`config.mk`:
```
export PLATFORM = sky130hd
export DESIGN_NAME = universal_shift_reg_flat
export DESIGN_NICKNAME = d
export VERILOG_FILES = /design/src/rtl/universal_shift_reg_pkg.sv /design/src/rtl/universal_shift_reg_if.sv /design/src/rtl/universal_shift_reg_ffd.sv /design/src/rtl/universal_shift_reg.sv /design/src/flat_wrapper.sv
export SDC_FILE = /design/constraint.sdc
export NUM_CORES = 1
export LEC_CHECK = 0
export CELL_PAD_IN_SITES_DETAIL_PLACEMENT = 1
export CELL_PAD_IN_SITES_GLOBAL_PLACEMENT = 1
export CORE_ASPECT_RATIO = 0.9
export CORE_MARGIN = 5
export CORE_UTILIZATION = 30
export DETAILED_ROUTE_END_ITERATION = 8
export GPL_ROUTABILITY_DRIVEN = 0
export PLACE_DENSITY = 0.87
export SLEW_MARGIN = 20
export SYNTH_ARGS = -nofsm -noshare
export SYNTH_HDL_FRONTEND = slang
export SYNTH_SLANG_ARGS = --single-unit
```
`constraint.sdc`:
```
create_clock -name clk -period 2.5 [get_ports clk]
set_clock_uncertainty 0.05 [all_clocks]
set_input_delay 0.625 -clock clk [delete_from_list [all_inputs] [get_ports clk]]
set_output_delay 0.625 -clock clk [all_outputs]
set_load 0.03 [all_outputs]
```
`src/rtl/universal_shift_reg_pkg.sv`:
```
// -----------------------------------------------------------------------------
// universal_shift_reg_pkg
//   Shared definitions for the universal shift register:
//   - usr_mode_e : the four operating modes (hold / shift right / shift left /
//                  parallel load). The encodings are fixed because they form
//                  the external mode bus.
//   - cnt_width  : width of a counter that must be able to hold WIDTH itself.
// -----------------------------------------------------------------------------
package universal_shift_reg_pkg;

  typedef enum logic [1:0] {
    MODE_HOLD = 2'b00,
    MODE_SHR  = 2'b01,
    MODE_SHL  = 2'b10,
    MODE_LOAD = 2'b11
  } usr_mode_e;

  // The counter saturates at WIDTH, so it needs room for WIDTH, not WIDTH-1.
  function automatic int cnt_width(input int w);
    return $clog2(w + 1);
  endfunction

endpackage : universal_shift_reg_pkg

```
`src/rtl/universal_shift_reg_if.sv`:
```
// -----------------------------------------------------------------------------
// universal_shift_reg_if
//   Bus bundle for the universal shift register.
//   master (the driver, e.g. a controller or testbench):
//     out: mode, data, ser_in_r, ser_in_l
//     in : Q, ser_out_r, ser_out_l, shift_cnt, done
//   slave (the shift register itself): directions mirrored.
//   Parameter WIDTH must match the WIDTH of the attached register.
// -----------------------------------------------------------------------------
interface universal_shift_reg_if #(
  parameter int WIDTH = 4
) ();
  import universal_shift_reg_pkg::*;

  localparam int CNT_W = cnt_width(WIDTH);

  usr_mode_e          mode;       // operating mode
  logic [WIDTH-1:0]   data;       // parallel load value
  logic               ser_in_r;   // enters at MSB on shift right
  logic               ser_in_l;   // enters at LSB on shift left
  logic [WIDTH-1:0]   Q;          // register contents
  logic               ser_out_r;  // Q[0]
  logic               ser_out_l;  // Q[WIDTH-1]
  logic [CNT_W-1:0]   shift_cnt;  // shifts since last load/reset, saturating
  logic               done;       // shift_cnt == WIDTH

  modport master (
    output mode, data, ser_in_r, ser_in_l,
    input  Q, ser_out_r, ser_out_l, shift_cnt, done
  );

  modport slave (
    input  mode, data, ser_in_r, ser_in_l,
    output Q, ser_out_r, ser_out_l, shift_cnt, done
  );

endinterface : universal_shift_reg_if

```
`src/rtl/universal_shift_reg_ffd.sv`:
```
// -----------------------------------------------------------------------------
// ffd_sync_rst
//   1-bit rising-edge D flip-flop with synchronous, active-high reset and a
//   per-instance reset value. Storage cell of the universal shift register.
//   Ports:
//     clk     in  clock
//     rst     in  synchronous reset, active high
//     rst_val in  value taken on reset
//     d       in  next-state input
//     q       out stored bit
// -----------------------------------------------------------------------------
module ffd_sync_rst (
  input  logic clk,
  input  logic rst,
  input  logic rst_val,
  input  logic d,
  output logic q
);

  logic q_q;

  // NOTE: sequential state uses non-blocking (<=) so every flop samples the
  // pre-edge values of its neighbours; blocking here would let a shift ripple.
  always_ff @(posedge clk) begin
    if (rst) q_q <= rst_val;
    else     q_q <= d;
  end

  assign q = q_q;

endmodule : ffd_sync_rst

```
`src/rtl/universal_shift_reg.sv`:
```
// -----------------------------------------------------------------------------
// universal_shift_reg
//   Parametrised universal shift register: hold, shift right, shift left and
//   parallel load, with optional rotate. Counts shifts since the last load or
//   reset (saturating at WIDTH) and flags done once a full word has shifted.
//   Parameters:
//     WIDTH     register width (>= 2)
//     ROTATE    1: shifted-out bit wraps around, serial inputs ignored
//     RESET_VAL value of Q after reset
//   Ports:
//     clk  in  clock, all state updates on the rising edge
//     rst  in  synchronous reset, active high, overrides every mode
//     bus  slave modport of universal_shift_reg_if (mode, data, serial in/out,
//          Q, shift_cnt, done)
// -----------------------------------------------------------------------------
module universal_shift_reg
  import universal_shift_reg_pkg::*;
#(
  parameter int               WIDTH     = 4,
  parameter bit               ROTATE    = 1'b0,
  parameter logic [WIDTH-1:0] RESET_VAL = '0
) (
  input  logic                 clk,
  input  logic                 rst,
  universal_shift_reg_if.slave bus
);

  localparam int CNT_W = cnt_width(WIDTH);

  logic [WIDTH-1:0] q_vec;    // outputs of the flip-flop cells
  logic [WIDTH-1:0] shr_vec;  // candidate value for shift right
  logic [WIDTH-1:0] shl_vec;  // candidate value for shift left
  logic [CNT_W-1:0] cnt_q;
  logic [CNT_W-1:0] cnt_d;

  // With ROTATE the outgoing bit re-enters at the opposite end, so the serial
  // inputs are never looked at.
  assign shr_vec = {(ROTATE ? q_vec[0]       : bus.ser_in_r), q_vec[WIDTH-1:1]};
  assign shl_vec = {q_vec[WIDTH-2:0], (ROTATE ? q_vec[WIDTH-1] : bus.ser_in_l)};

  // One 4:1 next-state mux per bit feeding one flip-flop cell (Mano-style stage).
  for (genvar i = 0; i < WIDTH; i++) begin : g_bit
    logic bit_d;

    // NOTE: the default assignment before the case guarantees bit_d is written
    // on every path, so no latch can be inferred.
    always_comb begin
      bit_d = q_vec[i];
      case (bus.mode)
        MODE_HOLD: bit_d = q_vec[i];
        MODE_SHR:  bit_d = shr_vec[i];
        MODE_SHL:  bit_d = shl_vec[i];
        MODE_LOAD: bit_d = bus.data[i];
        default:   bit_d = q_vec[i];
      endcase
    end

    ffd_sync_rst u_ff (
      .clk     (clk),
      .rst     (rst),
      .rst_val (RESET_VAL[i]),
      .d       (bit_d),
      .q       (q_vec[i])
    );
  end

  // Shift counter: cleared by load, bumped by either shift direction,
  // saturating at WIDTH so done stays up until the next load or reset.
  always_comb begin
    cnt_d = cnt_q;
    case (bus.mode)
      MODE_LOAD: cnt_d = '0;
      MODE_SHR, MODE_SHL: begin
        if (cnt_q != CNT_W'(WIDTH)) cnt_d = cnt_q + 1'b1;
      end
      default: cnt_d = cnt_q;
    endcase
  end

  always_ff @(posedge clk) begin
    if (rst) cnt_q <= '0;
    else     cnt_q <= cnt_d;
  end

  assign bus.Q         = q_vec;
  assign bus.ser_out_r = q_vec[0];
  assign bus.ser_out_l = q_vec[WIDTH-1];
  assign bus.shift_cnt = cnt_q;
  assign bus.done      = (cnt_q == CNT_W'(WIDTH));

endmodule : universal_shift_reg

```
`src/flat_wrapper.sv`:
```
// flat-port wrapper written by rule: the top's interface ports become plain ports
module universal_shift_reg_flat import universal_shift_reg_pkg::*;
#(
  parameter int               WIDTH     = 4,
  parameter bit               ROTATE    = 1'b0,
  parameter logic [WIDTH-1:0] RESET_VAL = '0
)
  (clk, rst, bus_mode, bus_data, bus_ser_in_r, bus_ser_in_l, bus_Q, bus_ser_out_r, bus_ser_out_l, bus_shift_cnt, bus_done);
  universal_shift_reg_if #(.WIDTH(WIDTH)) bus_i ();
  input  logic clk;
  input  logic rst;
  input wire logic [$bits(bus_i.mode)-1:0] bus_mode;
  input wire logic [$bits(bus_i.data)-1:0] bus_data;
  input wire logic [$bits(bus_i.ser_in_r)-1:0] bus_ser_in_r;
  input wire logic [$bits(bus_i.ser_in_l)-1:0] bus_ser_in_l;
  output wire logic [$bits(bus_i.Q)-1:0] bus_Q;
  output wire logic [$bits(bus_i.ser_out_r)-1:0] bus_ser_out_r;
  output wire logic [$bits(bus_i.ser_out_l)-1:0] bus_ser_out_l;
  output wire logic [$bits(bus_i.shift_cnt)-1:0] bus_shift_cnt;
  output wire logic [$bits(bus_i.done)-1:0] bus_done;
  assign bus_i.mode = bus_mode;
  assign bus_i.data = bus_data;
  assign bus_i.ser_in_r = bus_ser_in_r;
  assign bus_i.ser_in_l = bus_ser_in_l;
  assign bus_Q = bus_i.Q;
  assign bus_ser_out_r = bus_i.ser_out_r;
  assign bus_ser_out_l = bus_i.ser_out_l;
  assign bus_shift_cnt = bus_i.shift_cnt;
  assign bus_done = bus_i.done;
  universal_shift_reg #(.WIDTH(WIDTH), .ROTATE(ROTATE), .RESET_VAL(RESET_VAL)) u_core (.clk(clk), .rst(rst), .bus(bus_i));
endmodule
```
==> flow_metrics.tcl, run 1 <==
set metrics [dict create \
    outcome "completed" \
    start_kind "flop" \
    insertion_delay_ps 250 \
    diodes 0 \
    rsz0062_at_grt "false" \
    start_util 0.3189 \
    fillers 174 \
    drt-total-wl_microns 1266 \
    hp-class "flop to flop" \
    dieArea_sq_mm 0.002424 \
    power_density_mw_per_mm2 517.8 \
    comb_power_share 0.316 \
    period_needed_ps 2381 \
    ioPinCount 20 \
    setup_violations 0 \
    fp.coreArea_sq_mm 0.001448 \
    dpl_worst_slack_ps 263.1 \
    synth_cells 54 \
    switchingPower_uw 110.3 \
    dp.final_hpwl_microns 995.2 \
    slew_violations 0 \
    synth_area_leaders "dfxtp_1 (30%), ha_1 (16%), a221oi_1 (15%)" \
    postRouteAntennaNets 0 \
    seqPwrFrac 0.377 \
    swShare 0.3212 \
    routed_via_density 5.034 \
    power_uw 343.4 \
    critPathMaxFanout 4 \
    endpoint_kind "primary output" \
    cp.required_ps 1820 \
    grt_pass1_vias 462 \
    layout-drive-gt1-share 0.08333 \
    power.internal_uw 233.1 \
    wl_met3_microns 112 \
    synth_top_area_cell "dfxtp_1" \
    fin_nets 89 \
    worstPathCellList "inv_1 -> ha_1 -> and2_1 -> clkdlybuf4s50_1" \
    crit_family "buffers and inverters" \
    cts_tree "yes" \
    areaGrowthSynthToFinish_pct 43.63 \
    synth.net_count 70 \
    yosysTopAreaCellShare 0.3035 \
    highest-signal-layer "met3" \
    port_buffers 19 \
    final_area_sq_um 663.1 \
    drtIter0Drc 5 \
    first_pass_iters 2 \
    cap_viol_max_count 0 \
    wl_per_cell_microns 14.55 \
    crit_path_start "u_core.bus.shift_cnt[0]$_SDFFE_PP0P_" \
    cts_root_buf "clkbuf_4" \
    synth_warnings 0 \
    ys_seq_elements 7 \
    cp_num_buf_inv 2 \
    vdd_ir_drop_max_mv 0.2131 \
    cts_made_buffers 3 \
    grt-ovfl-total 0 \
    cp.arrival_ps 1710 \
    netlist_area_sq_um 461.7 \
    worst_slack_ps 118.8 \
    max_stage_delay_ps 590 \
    cts_resized 0 \
    wl_met2_microns 670 \
    die_w_microns 51.35 \
    vias 438 \
    critPathKind "flop to primary output" \
    fin_util 0.4581 \
    final-hold-violation-count 0 \
    cts_setup_buffers 0 \
    slowest_stage "clkdlybuf4s50_1" \
    cts_hold_buf 0 \
    clk_pin_slew_ps 50 \
    min-delay-start "u_core.g_bit[3].u_ff.q$_SDFFE_PP0P_" \
    ys_seq_area_frac 0.3035 \
    p_clk_frac 0.308 \
    place_area_sq_um 636.9 \
    grt_max_degree 9 \
    htreeDepth 1 \
    post-route-period-util 0.9525 \
    timing.fmax_mhz 420.0 \
    r2r-start "u_core.bus.shift_cnt[0]$_SDFFE_PP0P_" \
    synth.avg_cell_area_sq_um 8.550 \
    drc 0 \
    cts_num_sinks 7 \
    clk_path_buf_depth 2 \
    grt.total_usage 0.1180 \
    met1_length_microns 483 \
    rows 13 \
    tns_ps 0 \
    ys_types 18 \
    grt_pass1_wl_microns 2035 \
    worst_pin_slew_ps 331.3 \
    die_h_microns 47.22 \
    grt_antenna_before_repair 0 \
    slew_headroom 0.7784 \
    leakagePower_uw 0.0002598 \
]
## per-layer routing
metal | vias up | track usage
li1 | 222 | -
met1 | 200 | 0.1168
met2 | 16 | 0.2057
met3 | 0 | 0.07937
met4 | 0 | 0.03665
met5 | - | 0
## final timing paths
check | endpoint | slack [ps] | cells past startpoint
setup / recovery | bus_done | 120 | 4
hold / removal | u_core.g_bit[3].u_ff.q$_SDFFE_PP0P_ | 460 | 2
setup reg to reg | u_core.bus.shift_cnt[1]$_SDFFE_PP0P_ | 1110 | 5
hold reg to reg | u_core.g_bit[3].u_ff.q$_SDFFE_PP0P_ | 460 | 2
## Yosys cell counts, drive strengths merged
library cell,count
a21boi,1
buf,5
inv,8
nand4b,1
a21oi,3
nand3,2
nor2,2
o21a,1
nand2b,1
a21bo,1
nand3b,1
dfxtp,7
nand2,6
and2,1
a221oi,8
ha,6
## sequential cells by signal (all words and copies together) (netlist names)
register,cells
u_core.bus.shift_cnt,3
u_core.g_bit.u_ff.q,4
## per-stage QoR
| stage | cells | hold slack, ps |
|---|---|---|
| after floorplan | 54 | 413.7 |
| after global placement | 83 | 442.4 |
| after detailed placement | 83 | 453.2 |
| after CTS | 87 | 461.7 |
| after global routing | 87 | 475.3 |
| final | 87 | 457.0 |
## cell families (layout without fill, tap and decap cells)
| kind of cell | count (synthesis) | count (layout) | share of synthesized area |
|---|---|---|---|
| AOI/OAI and AO/OA | 14 | 14 | 0.2412 |
| and+or+nand+nor | 14 | 14 | 0.1545 |
| buffers and inverters | 13 | 31 | 0.1382 |
| DFF | 7 | 7 | 0.3035 |
| adders and majority gates | 6 | 6 | 0.1626 |
## cells in the final DEF (no fill, tap or decap)
master	n
nand3b_1	1
clkbuf_4	3
nand3_1	2
nor2_2	1
a21boi_0	1
dfxtp_1	7
inv_1	8
nor2_1	1
and2_1	1
a21bo_2	1
a221oi_1	8
nand4b_1	1
nand2b_1	1
a21oi_1	3
clkdlybuf4s50_1	19
nand2_1	6
clkbuf_1	1
ha_1	6
o21a_2	1
## tightest hold or removal path, cell delays in order (launching register included)
cell      delay, ps
dfxtp_1         330
inv_1            60
a221oi_1         70
## power by group through the flow
stage / clock, uW / sequential, uW / combinational [uW]
3_3_place_gp: 0 / 131 / 104
5_1_grt: 118 / 131 / 117
2_1_floorplan: 0 / 142 / 54.9
3_5_place_dp: 0 / 132 / 108
6_report: 106 / 129 / 108
4_1_cts: 111 / 130 / 110
## area by class of cell
type	instances	area (sq um)	area share
multi-input cells	34	257.7	0.3887
repair buffers	19	190.2	0.2868
flip-flops and latches	7	140.1	0.2113
inverters	8	30.03	0.04528
clock buffers	4	26.28	0.03962
well taps	15	18.77	0.02830
(Power assumes the default switching activity.)
==> run 2, diff against run 1 <==
Settings changed: SETUP_SLACK_MARGIN from default to 0.4.
==> flow_metrics.tcl, run 2 (same netlist as run 1, synthesis figures left out) <==
set metrics [dict create \
    outcome "completed" \
    cts_root_buf "clkbuf_4" \
    grt.total_usage 0.1187 \
    diodes 0 \
    dieArea_sq_mm 0.002424 \
    fin_nets 89 \
    cts_setup_buffers 0 \
    cp.arrival_ps 1360 \
    cap_viol_max_count 0 \
    drc 0 \
    slew_violations 0 \
    crit_family "buffers and inverters" \
    start_util 0.3189 \
    period_needed_ps 2038 \
    drt-total-wl_microns 1281 \
    grt_pass1_vias 468 \
    final-hold-violation-count 0 \
    slowest_stage "clkdlybuf4s50_1" \
    setup_violations 0 \
    critPathKind "flop to primary output" \
    swShare 0.3203 \
    switchingPower_uw 110.2 \
    grt-ovfl-total 0 \
    port_buffers 19 \
    wl_per_cell_microns 14.72 \
    hold_depth 2 \
    rsz0062_at_grt "true" \
    clk_path_buf_depth 2 \
    post-route-period-util 0.8153 \
    first_pass_iters 4 \
    rows 13 \
    areaGrowthSynthToFinish_pct 45.80 \
    insertion_delay_ps 250 \
    largest_reg_flops 4 \
    comb_power_share 0.318 \
    dpl_worst_slack_ps 263.1 \
    die_w_microns 51.35 \
    slew_headroom 0.7787 \
    cts_tree "yes" \
    cp.required_ps 1820 \
    layout-drive-gt1-share 0.1111 \
    postRouteAntennaNets 0 \
    timing.fmax_mhz 490.6 \
    start_kind "flop" \
    vdd_ir_drop_max_mv 0.2133 \
    worstPathCellList "clkdlybuf4s50_1" \
    critical_path_depth 1 \
    cts_made_buffers 3 \
    die_h_microns 47.22 \
    leakagePower_uw 0.0002805 \
    grt_max_degree 9 \
    max_stage_delay_ps 720 \
    fin_hold_ws_ps 439.3 \
    tns_ps 0 \
    cp_num_buf_inv 1 \
    htreeDepth 1 \
    seqPwrFrac 0.378 \
    clk_pin_slew_ps 50 \
    fp.coreArea_sq_mm 0.001448 \
    ioPinCount 20 \
    power_density_mw_per_mm2 511.2 \
    worst_pin_slew_ps 330.9 \
    vias 439 \
    routed_via_density 5.046 \
    hp-class "flop to flop" \
    p_clk_frac 0.304 \
    endpoint_kind "primary output" \
    power.internal_uw 233.9 \
    final_common_cell "clkdlybuf4s50_1" \
    cts_hold_buf 0 \
    dp.final_hpwl_microns 995.2 \
    layout_common_cells "clkdlybuf4s50_1 (17), inv_1 (8), a221oi_1 (8)" \
    worst_slack_ps 461.7 \
    grt_pass1_wl_microns 2056 \
    critPathMaxFanout 4 \
    grt_antenna_before_repair 0 \
    cts_num_sinks 7 \
    r2r_cells 5 \
    drtIter0Drc 7 \
]
-- run 2: cell types whose count changed in the layout (fill, tap and decap cells not counted) --
cell             delta
dfxtp_1             -1
clkdlybuf4s15_2     +1
nor2_2              -1
dlymetal6s2s_1      +1
nor2_4              +1
clkdlybuf4s50_1     -2
dfxtp_2             +1
-- run 2: power groups by stage --
stage | clock [uW] | sequential (uW) | combinational (uW)
after floorplan | 0 | 142 | 54.9
after global placement | 0 | 131 | 104
after detailed placement | 0 | 132 | 108
after CTS | 111 | 130 | 110
after global routing | 118 | 132 | 118
final | 105 | 130 | 109
-- run 2: final cells by class --
class / instances / area, sq um
Clock buffer: 4 / 26.28
Fill cell: 177 / 774.5
Inverter: 8 / 30.03
Multi-Input combinational cell: 34 / 262.8
Sequential cell: 7 / 141.4
Tap cell: 15 / 18.77
Timing Repair Buffer: 19 / 193.9
-- run 2: final timing paths --
path	from	to	slack (ps)
min	u_core.bus.shift_cnt[0]$_SDFFE_PP0P_	u_core.bus.shift_cnt[0]$_SDFFE_PP0P_	440
max	u_core.bus.shift_cnt[1]$_SDFFE_PP0P_	bus_shift_cnt[1]	460
max reg2reg	u_core.bus.shift_cnt[1]$_SDFFE_PP0P_	u_core.bus.shift_cnt[1]$_SDFFE_PP0P_	1140
min reg2reg	u_core.bus.shift_cnt[0]$_SDFFE_PP0P_	u_core.bus.shift_cnt[0]$_SDFFE_PP0P_	440
-- run 2: repair_timing --
item / in CTS / in global routing
setup endpoints to repair: 1 / 3
resized for setup: 3 / 3
hold endpoints to repair: 0 / 0
-- run 2: metal layers --
metal / up-vias / track usage / routed length (microns)
met5: - / 0 / 0
met4: 0 / 0.03665 / 0
met3: 0 / 0.07937 / 109
met2: 17 / 0.2082 / 670
met1: 200 / 0.1168 / 501
li1: 222 / - / -
-- run 2: stage by stage --
step                total power, uW  cells  utilization  instance area (sq um)
finish                        344.1     87       0.4650                  673.1
floorplan                     196.8     54            -                  461.7
global placement              235.7     83       0.4399                  636.9
CTS                           350.3     87       0.4589                  664.4
detailed placement            240.0     83       0.4399                  636.9
global route                  367.8     87       0.4650                  673.1
